[config.mk]
export PLATFORM = sky130hd
export DESIGN_NAME = gf251_inv
export DESIGN_NICKNAME = d
export VERILOG_FILES = /design/src/rtl/gf251_inv.sv
export SDC_FILE = /design/constraint.sdc
export NUM_CORES = 1
export LEC_CHECK = 0
export ABC_CLOCK_PERIOD_IN_PS = 1200
export BUFFER_PORTS_ARGS = -buffer_cell sky130_fd_sc_hd__buf_4
export CAP_MARGIN = 20
export CORE_MARGIN = 2
export CORE_UTILIZATION = 45
export CTS_CLUSTER_SIZE = 20
export DETAILED_ROUTE_END_ITERATION = 16
export GPL_ROUTABILITY_DRIVEN = 0
export GPL_TIMING_DRIVEN = 0
export SLEW_MARGIN = 0
export SYNTH_ARGS = -nofsm -noshare
export SYNTH_HDL_FRONTEND = slang
export SYNTH_SLANG_ARGS = --single-unit
[constraint.sdc]
create_clock -name i_clk -period 1.2 [get_ports i_clk]
set_input_delay 0.12 -clock i_clk [delete_from_list [all_inputs] [get_ports i_clk]]
set_output_delay 0.12 -clock i_clk [all_outputs]
set_load 0.01 [all_outputs]
[src/rtl/gf251_inv.sv]
// Purpose : GF(251) multiplicative inverse, out = in^249 mod 251, by left-to-right square-and-multiply.
// Latency : 12 cycles from the accepting edge to the done pulse; a new operand can be accepted 13 cycles apart.
// Backpr. : no queueing; start is ignored while busy, and the caller retries after done.
module gf251_inv (
   input  logic       i_clk,
   input  logic       i_rst_n,
   input  logic       start,
   input  logic [7:0] in,
   output logic [7:0] out,
   output logic       done,
   output logic       busy,
   output logic       zero_err
);

   // Fermat exponent p-2. Bit 7 is consumed by loading acc with the base,
   // so the walk covers bits 6..0.
   localparam logic [7:0] EXP     = 8'd249;
   localparam logic [7:0] MODULUS = 8'd251;

   typedef enum logic [1:0] {
      IDLE = 2'd0,
      SQR  = 2'd1,
      MUL  = 2'd2
   } state_t;

   // ------------------------------------------------------------------
   // Reset: asserts asynchronously and releases synchronously, so every
   // flop below leaves reset on the same clock edge.
   // ------------------------------------------------------------------
   logic [1:0] rst_sync_q;
   logic       rst_n_int;

   // Two-stage release synchroniser for the external reset.
   always_ff @(posedge i_clk or negedge i_rst_n) begin
      if (!i_rst_n) begin
         rst_sync_q <= 2'b00;
      end else begin
         rst_sync_q <= {rst_sync_q[0], 1'b1};
      end
   end

   assign rst_n_int = rst_sync_q[1];

   // ------------------------------------------------------------------
   // State and datapath registers
   // ------------------------------------------------------------------
   state_t     state_q,    state_d;
   logic [7:0] base_q,     base_d;
   logic [7:0] acc_q,      acc_d;
   logic [2:0] idx_q,      idx_d;
   logic [7:0] out_q,      out_d;
   logic       done_q,     done_d;
   logic       busy_q,     busy_d;
   logic       zero_err_q, zero_err_d;

   // ------------------------------------------------------------------
   // Shared mod-251 multiplier. It squares in SQR and multiplies by the
   // base in MUL. Reduction uses 256 = 5 (mod 251): fold the high byte
   // twice, then apply one conditional subtraction.
   //   product <= 250*250 = 62500
   //   fold1   <= 244*5 + 255 = 1475   (11 bits, top 3 bits <= 5)
   //   fold2   <= 5*5 + 255   = 280    (one subtraction is enough)
   // ------------------------------------------------------------------
   logic [7:0]  mul_b;
   logic [15:0] mul_prod;
   logic [10:0] mul_fold1;
   logic [8:0]  mul_fold2;
   logic [8:0]  mul_sub;
   logic [7:0]  mul_r;

   // Operand select and modular reduction of the 16-bit product.
   always_comb begin
      mul_b     = (state_q == MUL) ? base_q : acc_q;
      mul_prod  = 16'(acc_q) * 16'(mul_b);
      mul_fold1 = 11'(mul_prod[7:0]) + (11'(mul_prod[15:8]) * 11'd5);
      mul_fold2 = 9'(mul_fold1[7:0]) + (9'(mul_fold1[10:8]) * 9'd5);
      mul_sub   = mul_fold2 - 9'(MODULUS);
      if (mul_fold2 >= 9'(MODULUS)) begin
         mul_r = mul_sub[7:0];
      end else begin
         mul_r = mul_fold2[7:0];
      end
   end

   // Operand reduction at capture: 251..255 fold down to 0..4.
   logic [7:0] in_red;

   // Map the raw operand into [0,250].
   always_comb begin
      if (in >= MODULUS) begin
         in_red = in - MODULUS;
      end else begin
         in_red = in;
      end
   end

   // ------------------------------------------------------------------
   // FSM register, plus the datapath registers it steers.
   // ------------------------------------------------------------------
   always_ff @(posedge i_clk or negedge rst_n_int) begin
      if (!rst_n_int) begin
         state_q    <= IDLE;
         base_q     <= 8'd0;
         acc_q      <= 8'd0;
         idx_q      <= 3'd0;
         out_q      <= 8'd0;
         done_q     <= 1'b0;
         busy_q     <= 1'b0;
         zero_err_q <= 1'b0;
      end else begin
         state_q    <= state_d;
         base_q     <= base_d;
         acc_q      <= acc_d;
         idx_q      <= idx_d;
         out_q      <= out_d;
         done_q     <= done_d;
         busy_q     <= busy_d;
         zero_err_q <= zero_err_d;
      end
   end

   // Next-state logic. The walk covers bits 6..0 of the exponent: every
   // bit squares, and each set bit adds a multiply by the base. Bit 0 is
   // set, so the run always ends in MUL with idx = 0.
   always_comb begin
      state_d    = state_q;
      base_d     = base_q;
      acc_d      = acc_q;
      idx_d      = idx_q;
      out_d      = out_q;
      done_d     = 1'b0;
      busy_d     = busy_q;
      zero_err_d = zero_err_q;

      case (state_q)
         IDLE: begin
            if (start) begin
               base_d  = in_red;
               acc_d   = in_red;
               idx_d   = 3'd6;
               busy_d  = 1'b1;
               state_d = SQR;
            end
         end

         SQR: begin
            acc_d = mul_r;
            if (EXP[idx_q]) begin
               state_d = MUL;
            end else begin
               idx_d = idx_q - 3'd1;
            end
         end

         MUL: begin
            acc_d = mul_r;
            if (idx_q == 3'd0) begin
               out_d      = mul_r;
               done_d     = 1'b1;
               zero_err_d = (base_q == 8'd0);
               busy_d     = 1'b0;
               state_d    = IDLE;
            end else begin
               idx_d   = idx_q - 3'd1;
               state_d = SQR;
            end
         end

         default: begin
            state_d = IDLE;
            busy_d  = 1'b0;
         end
      endcase
   end

   assign out      = out_q;
   assign done     = done_q;
   assign busy     = busy_q;
   assign zero_err = zero_err_q;

endmodule

==> impl_metrics.env <==
export IMPL_status="complete, but fails checks"
export IMPL_violations="setup timing"
export IMPL_hold_viol=0
export IMPL_track_usage_pct=21.6
export IMPL_timing_rr_start="state_q[0]"
export IMPL_nFillCells=958
export IMPL_grt_overflow=0
export IMPL_die_x_um=110
export IMPL_critPathTopFamily="adder cells"
export IMPL_grt_max_degree=18
export IMPL_placed_area_um2=5820
export IMPL_start_kind="flip-flop"
export IMPL_synthCells=565
export IMPL_yosysWarnings=0
export IMPL_rsz0062_at_grt="true"
export IMPL_cts_tree="done"
export IMPL_antenna_found_initial=0
export IMPL_die_h_um=110
export IMPL_synthDominantCellAreaShare_pct=18.0
export IMPL_hpwl_um=9520
export IMPL_antenna_left=0
export IMPL_die_area_um2=12000
export IMPL_critPathKind="reg -> reg"
export IMPL_synthSimpleGateAreaFrac_pct=16.2
export IMPL_drv_cap=0
export IMPL_yosys_top_cells_area="ha_1 (18%), fa_1 (18%), dfrtp_1 (17%)"
export IMPL_seq_area_um2=851
export IMPL_synth_seq_cells=34
export IMPL_period_minus_slack_ns=9.42
export IMPL_crit_path_end="acc_q[1]"
export IMPL_h_tree_depth=2
export IMPL_synth_area_mux_share_pct=2.82
export IMPL_cts_clk_slew_worst_paths_ns=0.08
export IMPL_syn_num_nets=692
export IMPL_io_buffers=21
export IMPL_synth_seq_area_share_pct=17.0
export IMPL_setup_slack_ns=-8.22
export IMPL_synthArstFlopShare_pct=100
export IMPL_grt_pass1_vias=4219
export IMPL_cp_buffers_inverters=10
export IMPL_crit_arrival_ns=9.58
export IMPL_finClkSkew_ns=0.0126
export IMPL_synth_xor_xnor_area_share_pct=4.19
export IMPL_synth_fa_ha_area_share_pct=35.5
export IMPL_first_pass_iters=4
export IMPL_avgRoutedWirePerCell_um=15.8
export IMPL_post_route_period_util_pct=785
export IMPL_ios=22
export IMPL_numCtsBuffers=5
export IMPL_final_cell_mix="inv_1 (76), buf_4 (66), ha_1 (58)"
export IMPL_hold_class="in -> reg"
export IMPL_synth_edf_count=0
export IMPL_antenna_cells=0
export IMPL_initial_core_util_pct=46.3
export IMPL_cp_depth=40
export IMPL_syn_avg_cell_area_um2=8.88
export IMPL_crit_top_cell="fa_1"
export IMPL_ys_types=56
export IMPL_synthFlopType="dfrtp_1"
export IMPL_cts_root_buf="clkbuf_8"
export IMPL_synth_top_family_by_area="adder cells"
export IMPL_finalNetCount=771
export IMPL_post_drt_via_cell_ratio=5.24
export IMPL_fmax_mhz=106
export IMPL_synthToLayoutAreaGrowth_pct=30.8
export IMPL_drive_gt1_share_pct=29.3
export IMPL_timing_hold_worst_path_depth=3
export IMPL_routed_wl_um=12400
export IMPL_syn_area_um2=5020
export IMPL_slew_viol_final=0
export IMPL_yosysTopAreaCell="ha_1"
export IMPL_crit_fanout=6
export IMPL_drc=0
export IMPL_layout_cells_non_filler=785
export IMPL_timing_hold_ws_ns=0.0854
export IMPL_clock_sinks=34
export IMPL_slowest_delay_ns=0.52
export IMPL_worst_setup_path_end_kind="flip-flop"
export IMPL_multi_input_area_um2=4350
export IMPL_std_cell_rows=38
export IMPL_reg2reg_to="acc_q[1]"
export IMPL_crit_slowest_cell="fa_1"
export IMPL_final_common_cell="inv_1"
export IMPL_grt_first_pass_wirelength_um=20500
export IMPL_vias=4110
export IMPL_placedCellCount=727
export IMPL_fin_area_um2=6560
export IMPL_worst_slew_pin_slew_ns=1.05
export IMPL_startpoint="state_q[0]"
export IMPL_clock_latency_ns=0.29
export IMPL_setup_viol=32
export IMPL_synth_compound_area_share_pct=15.8
export IMPL_drt_iter0_markers=173
export IMPL_coreArea_um2=10800
export IMPL_clockBufferDepth=2
export IMPL_r2r_cells=40
export IMPL_slew_headroom_pct=30.0
export IMPL_cp_required_ns=1.35
export IMPL_reg2reg_setup_slack_ns=-8.22
-- cells by family after synthesis --
logic type | count (synthesis)
AO/OA/AOI/OAI | 117
XOR/XNOR | 24
adder cells (fa/ha/maj) | 116
buffers and inverters | 108
flip-flops | 34
multiplexers | 14
other | 1
AND/OR/NAND/NOR | 151
-- cell usage after synthesis, types with 8 or more instances --
master and number:
nor2b_1 53, fa_1 44, clkbuf_1 12, nand2_1 32
o21ai_0 39, a21oi_1 17, xor2_1 8, ha_1 72
mux2i_1 13, xnor2_1 16, inv_1 92, dfrtp_1 34
o21a_1 15, nor2_1 20, nand2b_1 13
-- cell type report --
type,instances,share of cell area [%]
buffer,12,1.49
sequential,34,13.0
tap,140,2.67
timing repair buffer,75,9.42
multi-input combinational,423,66.2
inverter,93,5.55
clock inverter,2,0.572
clock buffer,6,1.11
-- flip-flops by register name, indices dropped and copies added (netlist names) --
name / cells
acc_q: 8
base_q: 8
busy: 1
done: 1
idx_q: 3
out: 8
rst_sync_q: 2
state_q: 2
zero_err: 1
-- per-stage QoR --
step | util (%) | worst slack, ns | TNS, ns
2_1_floorplan | - | -7.46 | -119.39
3_5_place_dp | 53.7 | -8.44 | -136.70
4_1_cts | 58.6 | -8.09 | -131.16
3_3_place_gp | 53.4 | -8.37 | -141.56
6_report | 60.5 | -8.22 | -132.80
5_1_grt | 60.5 | -8.63 | -140.55
-- worst min-delay path by stage --
stage	slack, ns	from	to
6_report	0.09	in[4]	base_q[4]
5_1_grt	0.10	in[4]	base_q[4]
4_1_cts	0.09	in[4]	base_q[4]
3_5_place_dp	-0.1	i_rst_n	rst_sync_q[0]
3_3_place_gp	-0.1	i_rst_n	rst_sync_q[1]
2_1_floorplan	-0.18	i_rst_n	rst_sync_q[0]
-- tightest hold or removal path, cell delays in order --
cell and delay [ns]:
buf_4 0.12, inv_1 0.04, o31ai_1 0.06
-- metal layers --
layer	GRT usage, %	vias to the layer above	routed length, um
met2	36.3	50	6000
li1	-	2030	-
met4	1.72	0	29
met1	31.5	2026	6030
met5	0	-	0
met3	2.25	4	340
-- what timing repair did --
item                       4_1_cts  5_1_grt
hold buffers                     1        0
setup buffers                   31       20
pin swaps                       23       31
gates resized for setup         37       24
gates cloned                     2        0
setup endpoints to repair       32       32
hold endpoints to repair         2        0
Power is not shown: default switching activity piles up to over one toggle a cycle in this logic, so the estimate is an artifact.
